==> src/rtl/instruction_fetch.sv <==
// Instruction fetch stage: PC, one-outstanding imem handshake, IF/ID register with skid buffer.
// Optional IFETCH_STATS_EN adds fetchCount/stallCount statistics outputs.
module instruction_fetch #(
    parameter logic [31:0] RESET_PC = 32'h0000_0000
) (
    input  logic        clock,
    input  logic        reset,
    output logic        imemReq,
    output logic [31:0] imemAddr,
    input  logic        imemGnt,
    input  logic        imemRvalid,
    input  logic [31:0] imemRdata,
    input  logic        stall,
    input  logic        redirect,
    input  logic [31:0] redirectPc,
    output logic [31:0] Instruction,
    output logic        instrValid,
    output logic [31:0] instrPc,
    output logic [31:0] pcPlus4
`ifdef IFETCH_STATS_EN
    ,
    output logic [31:0] fetchCount,
    output logic [31:0] stallCount
`endif
);

    typedef enum logic [1:0] {
        S_REQ,
        S_WAIT,
        S_FULL,
        S_DRAIN
    } state_t;

    state_t      r_state;
    logic [31:0] r_pc;
    logic [31:0] r_instr;
    logic [31:0] r_instrPc;
    logic [31:0] r_pcPlus4;
    logic        r_valid;
    logic [31:0] r_skidData;
    logic [31:0] r_skidPc;
    logic        r_skidValid;

    logic [31:0] w_rspPc;
    logic        w_free;
    logic        w_consumed;
    logic        w_loadRsp;
    logic        w_loadSkid;

    // pc only advances on grant, so the word in flight always belongs to pc-4
    assign w_rspPc    = r_pc - 32'd4;
    assign w_free     = ~r_valid | ~stall;
    assign w_consumed = r_valid & ~stall;
    assign w_loadRsp  = ~redirect & (r_state == S_WAIT) & imemRvalid & w_free;
    assign w_loadSkid = ~redirect & (r_state == S_FULL) & ~stall & r_skidValid;

    assign imemReq     = (r_state == S_REQ);
    assign imemAddr    = r_pc;
    assign Instruction = r_instr;
    assign instrValid  = r_valid;
    assign instrPc     = r_instrPc;
    assign pcPlus4     = r_pcPlus4;

    always_ff @(posedge clock or posedge reset) begin
        if (reset) begin
            r_state     <= S_REQ;
            r_pc        <= RESET_PC;
            r_instr     <= '0;
            r_instrPc   <= '0;
            r_pcPlus4   <= '0;
            r_valid     <= 1'b0;
            r_skidData  <= '0;
            r_skidPc    <= '0;
            r_skidValid <= 1'b0;
        end else if (redirect) begin
            r_pc        <= redirectPc & ~32'd3;
            r_valid     <= 1'b0;
            r_instr     <= '0;
            r_skidValid <= 1'b0;
            case (r_state)
                S_REQ:   r_state <= imemGnt ? S_DRAIN : S_REQ;
                S_WAIT:  r_state <= imemRvalid ? S_REQ : S_DRAIN;
                S_FULL:  r_state <= S_REQ;
                S_DRAIN: r_state <= imemRvalid ? S_REQ : S_DRAIN;
                default: r_state <= S_REQ;
            endcase
        end else begin
            // consumption clears the output; a load later in this block overrides it
            if (w_consumed) begin
                r_valid <= 1'b0;
                r_instr <= '0;
            end
            case (r_state)
                S_REQ: begin
                    if (imemGnt) begin
                        r_pc    <= r_pc + 32'd4;
                        r_state <= S_WAIT;
                    end
                end
                S_WAIT: begin
                    if (imemRvalid) begin
                        if (w_loadRsp) begin
                            r_instr   <= imemRdata;
                            r_valid   <= 1'b1;
                            r_instrPc <= w_rspPc;
                            r_pcPlus4 <= r_pc;
                        end else begin
                            r_skidData  <= imemRdata;
                            r_skidPc    <= w_rspPc;
                            r_skidValid <= 1'b1;
                        end
                        r_state <= w_loadRsp ? S_REQ : S_FULL;
                    end
                end
                S_FULL: begin
                    if (w_loadSkid) begin
                        r_instr     <= r_skidData;
                        r_valid     <= 1'b1;
                        r_instrPc   <= r_skidPc;
                        r_pcPlus4   <= r_skidPc + 32'd4;
                        r_skidValid <= 1'b0;
                        r_state     <= S_REQ;
                    end
                end
                S_DRAIN: begin
                    if (imemRvalid) begin
                        r_state <= S_REQ;
                    end
                end
                default: r_state <= S_REQ;
            endcase
        end
    end

`ifdef IFETCH_STATS_EN
    logic [31:0] r_fetchCount;
    logic [31:0] r_stallCount;

    assign fetchCount = r_fetchCount;
    assign stallCount = r_stallCount;

    always_ff @(posedge clock or posedge reset) begin
        if (reset) begin
            r_fetchCount <= '0;
            r_stallCount <= '0;
        end else begin
            if (w_loadRsp || w_loadSkid) begin
                r_fetchCount <= r_fetchCount + 32'd1;
            end
            if (r_valid && stall) begin
                r_stallCount <= r_stallCount + 32'd1;
            end
        end
    end
`endif

endmodule

==> config.mk <==
export PLATFORM = sky130hd
export DESIGN_NAME = instruction_fetch
export DESIGN_NICKNAME = d
export VERILOG_FILES = /design/src/rtl/instruction_fetch.sv
export SDC_FILE = /design/constraint.sdc
export NUM_CORES = 1
export LEC_CHECK = 0
export ABC_AREA = 0
export CORE_ASPECT_RATIO = 0.75
export CORE_UTILIZATION = 31
export DETAILED_ROUTE_END_ITERATION = 7
export GPL_ROUTABILITY_DRIVEN = 0
export PLACE_DENSITY = 0.5
export SLEW_MARGIN = 20
export SYNTH_ARGS = -nofsm -noshare
export SYNTH_HDL_FRONTEND = slang
export SYNTH_SLANG_ARGS = --single-unit
==> constraint.sdc <==
create_clock -name clock -period 16.6 [get_ports clock]
set_input_delay 1.66 -clock clock [delete_from_list [all_inputs] [get_ports clock]]
set_output_delay 1.66 -clock clock [all_outputs]
set_load 0.02 [all_outputs]
==> flow_summary.yaml, run 1 <==
cells_and_area:
  finalNetCount: 1216
  area_growth_pct: 28.0
  final_cell_mix: "clkdlybuf4s50_1 (190), dfrtp_1 (188), nand2_1 (131)"
  drive_gt1_frac: 0.0930
  final_common_cell: "clkdlybuf4s50_1"
  num_antenna_cells: 0
global_route:
  grt_max_degree: 116
  grt_pass1_wl_mm: 45.7
  grtUsageTotal: 0.187
  antenna_found_initial: 3
  grt_pass1_vias: 7663
  grt-ovfl-total: 0
pwr:
  clkPwrFrac: 0.224
  comb_power_share: 0.360
  power.density_nw_per_um2: 141
  switching_power_uw: 657
  power.total_uw: 1730
  power.static_leakage_uw: 0.00494
  pwr-share-seq: 0.416
  swShare: 0.379
  internal_power_uw: 1080
  peakVddDrop_uv: 85.1
sta:
  rsz0062_at_grt: "false"
  finalClockSkew_ns: 0.0117
  setup_viol: 0
  slew_viol_final: 0
  slew_headroom: 0.277
  post-route-period-util: 0.236
  finalSetupTns_ns: 0
  fmax_mhz: 255
  final-hold-violation-count: 0
  tightestPinTransition_ns: 1.08
  min_period_ns: 3.91
  holdWs_ns: 0.476
die:
  core_area_um2: 30300
  ios: 200
  dieArea_um2: 31800
  die_h_um: 155
  initial_core_util: 0.317
  fp.dieW_um: 206
  rows: 55
clock_network:
  cts_num_sinks: 188
  cts_hold_buffers: 0
  cts_tree: "yes"
  clk_latency_ns: 0.44
  cts_resized: 0
  max-clock-path-buffers: 2
  cts_root_buf: "clkbuf_16"
  htree_levels: 4
  numCtsBuffers: 17
  path_clk_slew_ns: 0.07
  cts_setup_buffers: 0
synthesis:
  synth.area.top_cells: "dfrtp_1 (49%), nand2_1 (5.1%), o21ai_0 (4.9%)"
  yosys_warnings: 0
  synth_flop_cell: "dfrtp_1"
  synthCells: 998
  synth_edf_count: 0
  ys_types: 59
  syn-cell-area_um2: 9630
  async_reset_ff_frac: 1.00
  ys_seq_area_frac: 0.488
  synth_area_leader_cell: "dfrtp_1"
  avgSynthCellArea_um2: 9.65
  ys_seq_elements: 188
  yosys.area.top_type_share: 0.488
hold_path:
  hp-class: "reg -> reg"
  holdPathEnd: "pcPlus4[14]"
  hold_start: "pcPlus4[14]"
  hold_depth: 1
placed_design:
  hpwl_mm: 19.6
  io_buffers: 191
drt:
  drt_iter0_markers: 449
  final_antenna_net_count: 0
  viasPerCell: 5.02
  first_pass_iters: 5
  routed_wl_mm: 28.6
  num_vias: 7784
  drc_errors: 0
  wl_per_cell_um: 18.5
setup_path:
  critPathKind: "in -> reg"
  cp-end-kind: "flip-flop"
  reg2reg_setup_slack_ns: 12.92
  cp_data_required_time_ns: 16.93
  worstPathMaxFanout: 81
  r2r_cells: 7
  startpoint_type: "input port"
  timing.rr.start: "r_state[0]"
  reg2reg_to: "instrPc[9]"
  arrival_ns: 4.24
flow_run:
  maxCapViolCount: 0
outcome:
  outcome: "complete, no violations"
==> cells by family (layout without fill, tap and decap cells) <==
family | Yosys count | count (layout) | synth area share
xor+xnor | 84 | 84 | 0.0764
mux | 49 | 49 | 0.0561
compound gates | 239 | 239 | 0.150
other cells | 1 | 6 | 0.000389
fa+ha+maj | 7 | 7 | 0.00909
flops | 188 | 188 | 0.488
simple gates | 335 | 335 | 0.177
buf+inv | 95 | 243 | 0.0433
==> how the worst max path moves through the flow <==
stage / startpoint / to / slack (ns) / depth (start not counted)
2_1_floorplan: reset / Instruction[0] / 9.83 / 1
3_3_place_gp: stall / instrPc[12] / 12.25 / 7
3_5_place_dp: stall / instrPc[12] / 12.25 / 7
4_1_cts: stall / instrPc[12] / 12.73 / 7
5_1_grt: stall / instrPc[12] / 12.54 / 7
6_report: stall / instrPc[12] / 12.69 / 7
==> cells in the mapped netlist (all sizes together) (3+ instances only) <==
cell,n
and3,10
mux2i,9
ha,7
and2,4
a21o,5
a21oi,51
nand4,20
nor4,12
xnor2,31
o221ai,5
or3,3
inv,11
and4,10
o31ai,5
nand2,131
clkbuf,52
nor3,21
a211oi,9
mux2,40
nand3,31
a22oi,47
buf,32
dfrtp,188
o21ai,99
nand2b,5
xor2,53
nor2,74
nand3b,4
o211ai,6
==> power by group through the flow <==
| stage | Combinational [µW] | Sequential [µW] | Clock (µW) |
|---|---|---|---|
| 2_1_floorplan | 294 | 775 | 0 |
| 3_3_place_gp | 624 | 727 | 0 |
| 3_5_place_dp | 630 | 730 | 0 |
| 4_1_cts | 632 | 721 | 402 |
| 5_1_grt | 686 | 741 | 419 |
| 6_report | 623 | 721 | 389 |
==> stage by stage <==
step,setup WS (ns),instances,utilization,area (µm²)
after floorplan,9.83,1003,-,9650
after global placement,12.25,1519,0.388,11800
after detailed placement,12.25,1519,0.388,11800
after CTS,12.73,1550,0.406,12300
after global routing,12.54,1550,0.406,12300
final,12.69,1550,0.406,12300
==> per-layer routing <==
metal  wire length (µm)  track usage
met5                 13            0
met4                229       0.0392
met3               2060       0.0577
met2              12300        0.268
met1              14100        0.274
==> critical path, stage by stage <==
cell,delay (ns)
clkdlybuf4s50_1,0.58
nor2b_1,0.12
o21bai_1,0.55
a21o_2,0.23
buf_4,0.65
a211oi_1,0.20
a21o_1,0.23
==> registers in the layout (all words and copies together) (netlist names) <==
name         count
r_skidValid      1
instrValid       1
r_state          2
r_skidPc        30
imemAddr        30
pcPlus4         30
r_skidData      32
Instruction     32
instrPc         30
==> layout make-up <==
type	instances	area, µm²
tap	399	499
sequential	188	4700
clock inverter	9	65.1
inverter	11	48.8
clock buffer	22	474
timing repair buffer	201	1980
multi-input combinational	720	4550
fill	3028	18000
Note: power is estimated with default switching activity, not from simulation.
==> inputs of run 2 (changes only) <==
PLACE_DENSITY = 0.52   (was 0.5)
clock period = 3.3 ns   (was 16.6 ns; I/O delays follow)
==> run 2 against run 1 <==
Net effect: hold slack worse by 0.22 ns; first-iteration DRC count fell by 0.22%; clock power rose to 5.8 times the previous value; register-to-register slack got worse by 12 ns; combinational power rose to 5.2 times the previous value; critical path depth unchanged; critical path type is now reg -> reg; largest power group unchanged; highest routed layer is now met4.
==> flow_summary.yaml, run 2 (synthesized netlist as in run 1, its figures left out) <==
drt:
  wl_met1_mm: 13.9
  final_antenna_net_count: 0
  wl_per_cell_um: 18.6
  drt_iter0_markers: 448
  top_layer_used: "met4"
  met3_length_mm: 1.95
  routed_wl_mm: 29.0
  viasPerCell: 4.98
  num_vias: 7785
  first_pass_iters: 5
  drc_errors: 0
  dr_wl_met2_mm: 12.8
die:
  core_area_um2: 30300
  fp.dieW_um: 206
  dieArea_um2: 31800
  ios: 200
  die_h_um: 155
  rows: 55
  initial_core_util: 0.317
placed_design:
  dp_cells: 1532
  io_buffers: 191
  hpwl_mm: 20.1
setup_path:
  critPathKind: "reg -> reg"
  critPathTopFamily: "simple AND/OR/NAND/NOR gates"
  max_stage_delay_ns: 0.52
  cp_data_required_time_ns: 3.58
  cp-end-kind: "flip-flop"
  arrival_ns: 2.92
  cp_cell_sequence: "inv_1, ha_1, nor4b_4, nand3_1, nor4_1, xnor2_1, o221ai_1"
  reg2reg_setup_slack_ns: 0.66
  critPathBufInv: 1
  worstPathMaxFanout: 9
  startpoint_type: "flip-flop"
  crit_slowest_cell: "dfrtp_1"
pwr:
  swShare: 0.368
  switching_power_uw: 3350
  comb_power_share: 0.354
  internal_power_uw: 5750
  clkPwrFrac: 0.250
  pwr-share-seq: 0.397
  power.density_nw_per_um2: 724
  power.static_leakage_uw: 0.00507
  peakVddDrop_uv: 420
cells_and_area:
  drive_gt1_frac: 0.105
  num_antenna_cells: 0
  area_growth_pct: 30.5
  final_cell_mix: "clkdlybuf4s50_1 (190), dfrtp_1 (188), nand2_1 (131)"
  nFillCells: 3012
  finalNetCount: 1229
  fin_cells: 1564
  final_core_util: 0.414
  final_common_cell: "clkdlybuf4s50_1"
clock_network:
  path_clk_slew_ns: 0.08
  cts_num_sinks: 188
  numCtsBuffers: 17
  cts_resized: 0
  cts_root_buf: "clkbuf_16"
  cts_setup_buffers: 0
  htree_levels: 4
  cts_tree: "yes"
  cts_hold_buffers: 0
  max-clock-path-buffers: 2
  clk_latency_ns: 0.44
sta:
  tightestPinTransition_ns: 0.783
  finalClockSkew_ns: 0.0107
  slew_viol_final: 0
  setup_viol: 0
  finalSetupTns_ns: 0
  holdWs_ns: 0.258
  slew_headroom: 0.478
  post-route-period-util: 0.799
  fmax_mhz: 379
  rsz0062_at_grt: "false"
  final-hold-violation-count: 0
  min_period_ns: 2.64
global_route:
  grtUsageTotal: 0.187
  grt_pass1_wl_mm: 45.7
  antenna_found_initial: 0
  grt_pass1_vias: 7654
  grt-ovfl-total: 0
  grt_max_degree: 93
outcome:
  outcome: "complete, no violations"
flow_run:
  maxCapViolCount: 0
hold_path:
  hp-class: "in -> async"
## run 2: cell count changes in the layout (fill, tap and decap cells not counted), sizes merged
cell      delta
clkinvlp     -2
inv          +1
clkbuf       -2
bufinv       +4
buf         +13
## run 2: path summary, 6_finish.rpt
kind,end,startpoint,depth (start not counted)
hold / removal,instrPc[4],reset,2
max in group asynchronous,imemAddr[31],reset,3
setup / recovery,instrPc[20],imemAddr[3],7
hold reg to reg,Instruction[14],Instruction[14],2
setup reg to reg,instrPc[20],imemAddr[3],7
min in group clock,imemAddr[6],redirectPc[6],3
## run 2: power by group through the flow
| stage | Combinational, µW | Clock, µW | Sequential [µW] |
|---|---|---|---|
| floorplan | 1480 | 0 | 3900 |
| global placement | 3220 | 0 | 3640 |
| detailed placement | 3250 | 0 | 3650 |
| CTS | 3260 | 2350 | 3600 |
| global route | 3530 | 2420 | 3700 |
| finish | 3220 | 2270 | 3610 |
## run 2: worst register-to-register path, stage by stage (launching register included)
cell and delay (ns):
dfrtp_1 0.52, inv_1 0.14, ha_1 0.27, nor4b_4 0.34, nand3_1 0.38, nor4_1 0.45, xnor2_1 0.24, o221ai_1 0.15
## run 2: metrics by stage
stage	instance area [µm²]	total power, µW	setup slack (ns)
after CTS	12600	9210	0.672
after global routing	12600	9650	0.472
final	12600	9100	0.663
after detailed placement	11900	6900	0.479
after global placement	11900	6850	0.515
after floorplan	9650	5380	0.550
## run 2: final cells by class
cell class	count	area, µm²	share of cell area
tap	399	499	0.0397
clock buffer	20	457	0.0363
multi-input combinational	720	4550	0.362
timing repair buffer	214	2130	0.169
sequential	188	4700	0.374
clock inverter	12	184	0.0146
inverter	11	45.0	0.00358
## run 2: routing by layer
layer | up-vias | GRT usage
met1 | 3788 | 0.263
li1 | 3793 | -
met5 | - | 0
met2 | 187 | 0.277
met4 | 0 | 0.0462
met3 | 17 | 0.0575
==> inputs of run 3 (changes only) <==
PLACE_DENSITY = 0.5   (was 0.52)
clock period = 2.6 ns   (was 3.3 ns; I/O delays follow)
==> run 3 against run 2 <==
Net effect: clock skew increased by 0.0022 ns; register-to-register slack got worse by 0.33 ns; first-iteration DRC count decreased by 6.3%; critical path depth decreased by 2; utilization increased by 0.78 points; clock power increased by 30%.
==> flow_summary.yaml, run 3 (synthesized netlist as in run 1, its figures left out) <==
global_route:
  grt_pass1_wl_mm: 46.5
  antenna_found_initial: 3
  grt_pass1_vias: 7794
  grt-ovfl-total: 0
  grt_max_degree: 100
  grtUsageTotal: 0.192
setup_path:
  r2r_cells: 5
  arrival_ns: 2.57
  reg2reg_setup_slack_ns: 0.33
  reg2reg_to: "instrPc[27]"
  critPathTopFamily: "simple AND/OR/NAND/NOR gates"
  cp_cell_sequence: "nor4_2, nand4bb_4, nor3_1, xnor2_1, o221ai_2"
  critPathBufInv: 0
  critPathKind: "reg -> reg"
  cp.depth: 5
  max_stage_delay_ns: 0.67
  crit_slowest_cell: "nor4_2"
  cp_data_required_time_ns: 2.90
  startpoint_type: "flip-flop"
  worstPathMaxFanout: 7
  timing.rr.start: "imemAddr[20]"
  cp-end-kind: "flip-flop"
sta:
  slew_viol_final: 0
  post-route-period-util: 0.872
  finalSetupTns_ns: 0
  slew_headroom: 0.512
  setup_ws_ns: 0.334
  rsz0062_at_grt: "false"
  fmax_mhz: 441
  tightestPinTransition_ns: 0.730
  finalClockSkew_ns: 0.0129
  min_period_ns: 2.27
  final-hold-violation-count: 0
  setup_viol: 0
hold_path:
  hp-class: "in -> async"
cells_and_area:
  nFillCells: 3009
  final_common_cell: "clkdlybuf4s50_1"
  final_cell_mix: "clkdlybuf4s50_1 (190), dfrtp_1 (188), nand2_1 (131)"
  seq_area_um2: 4700
  drive_gt1_frac: 0.124
  finalNetCount: 1257
  multi_input_area_um2: 4550
  area_growth_pct: 33.0
drt:
  top_layer_used: "met5"
  wl_per_cell_um: 18.6
  drt_iter0_markers: 420
  drc_errors: 0
  first_pass_iters: 5
  routed_wl_mm: 29.6
  num_vias: 7929
  viasPerCell: 4.98
  final_antenna_net_count: 0
  wl_met1_mm: 14.2
  dr_wl_met2_mm: 12.9
  met3_length_mm: 2.09
clock_network:
  cts_root_buf: "clkbuf_16"
  cts_resized: 0
  path_clk_slew_ns: 0.08
  max-clock-path-buffers: 2
  cts_hold_buffers: 0
  numCtsBuffers: 17
  cts_tree: "yes"
  htree_levels: 4
  cts_num_sinks: 188
  clk_latency_ns: 0.44
  cts_setup_buffers: 0
die:
  fp.dieW_um: 206
  initial_core_util: 0.317
  ios: 200
  core_area_um2: 30300
  dieArea_um2: 31800
  rows: 55
  die_h_um: 155
flow_run:
  maxCapViolCount: 0
pwr:
  power.density_nw_per_um2: 914
  peakVddDrop_uv: 498
  power.static_leakage_uw: 0.00522
placed_design:
  pre_cts_ws_ns: 0.258
  hpwl_mm: 20.7
  io_buffers: 191
outcome:
  outcome: "complete, no violations"
[run 3: through the flow]
step | cells | hold WS [ns] | utilization | area, µm² | total power [µW]
5_1_grt | 1592 | 0.0362 | 0.422 | 12800 | 12400
3_5_place_dp | 1560 | 0.470 | 0.401 | 12200 | 8840
3_3_place_gp | 1560 | 0.461 | 0.401 | 12200 | 8790
2_1_floorplan | 1003 | 0.381 | - | 9650 | 6820
4_1_cts | 1592 | 0.0366 | 0.422 | 12800 | 11800
6_report | 1593 | 0.0602 | 0.422 | 12800 | 11700
[run 3: per-layer routing]
layer,vias to the layer above,track usage
met5,-,0
met2,179,0.278
met3,23,0.0626
li1,3848,-
met4,4,0.0448
met1,3875,0.274
[run 3: power by group]
part / internal (µW) / switching, µW / leakage (µW)
sequential: 3740 / 776 / 0.00248
combinational: 1950 / 2280 / 0.00243
clock: 1720 / 1230 / 0.000313
total: 7420 / 4290 / 0.00522
[run 3: worst max-delay path by stage]
| stage | start | end | slack (ns) |
|---|---|---|---|
| 2_1_floorplan | reset | Instruction[0] | -0.08 |
| 3_3_place_gp | stall | instrPc[26] | 0.29 |
| 3_5_place_dp | stall | pcPlus4[21] | 0.26 |
| 4_1_cts | imemAddr[20] | instrPc[27] | 0.31 |
| 5_1_grt | r_state[0] | pcPlus4[17] | 0.16 |
| 6_report | imemAddr[20] | instrPc[27] | 0.33 |
[run 3: cell type report]
cell class                      count  share of cell area
Antenna cell                        1            0.000195
Clock inverter                     13              0.0165
Multi-Input combinational cell    720               0.355
Clock buffer                       19              0.0338
Timing Repair Buffer              242               0.185
Sequential cell                   188               0.367
Tap cell                          399              0.0390
Inverter                           11             0.00352
[run 3: worst reg2reg max path, stage by stage, from the launching register on]
cell and delay [ns]:
dfrtp_1 0.54, nor4_2 0.67, nand4bb_4 0.25, nor3_1 0.30
xnor2_1 0.24, o221ai_2 0.13
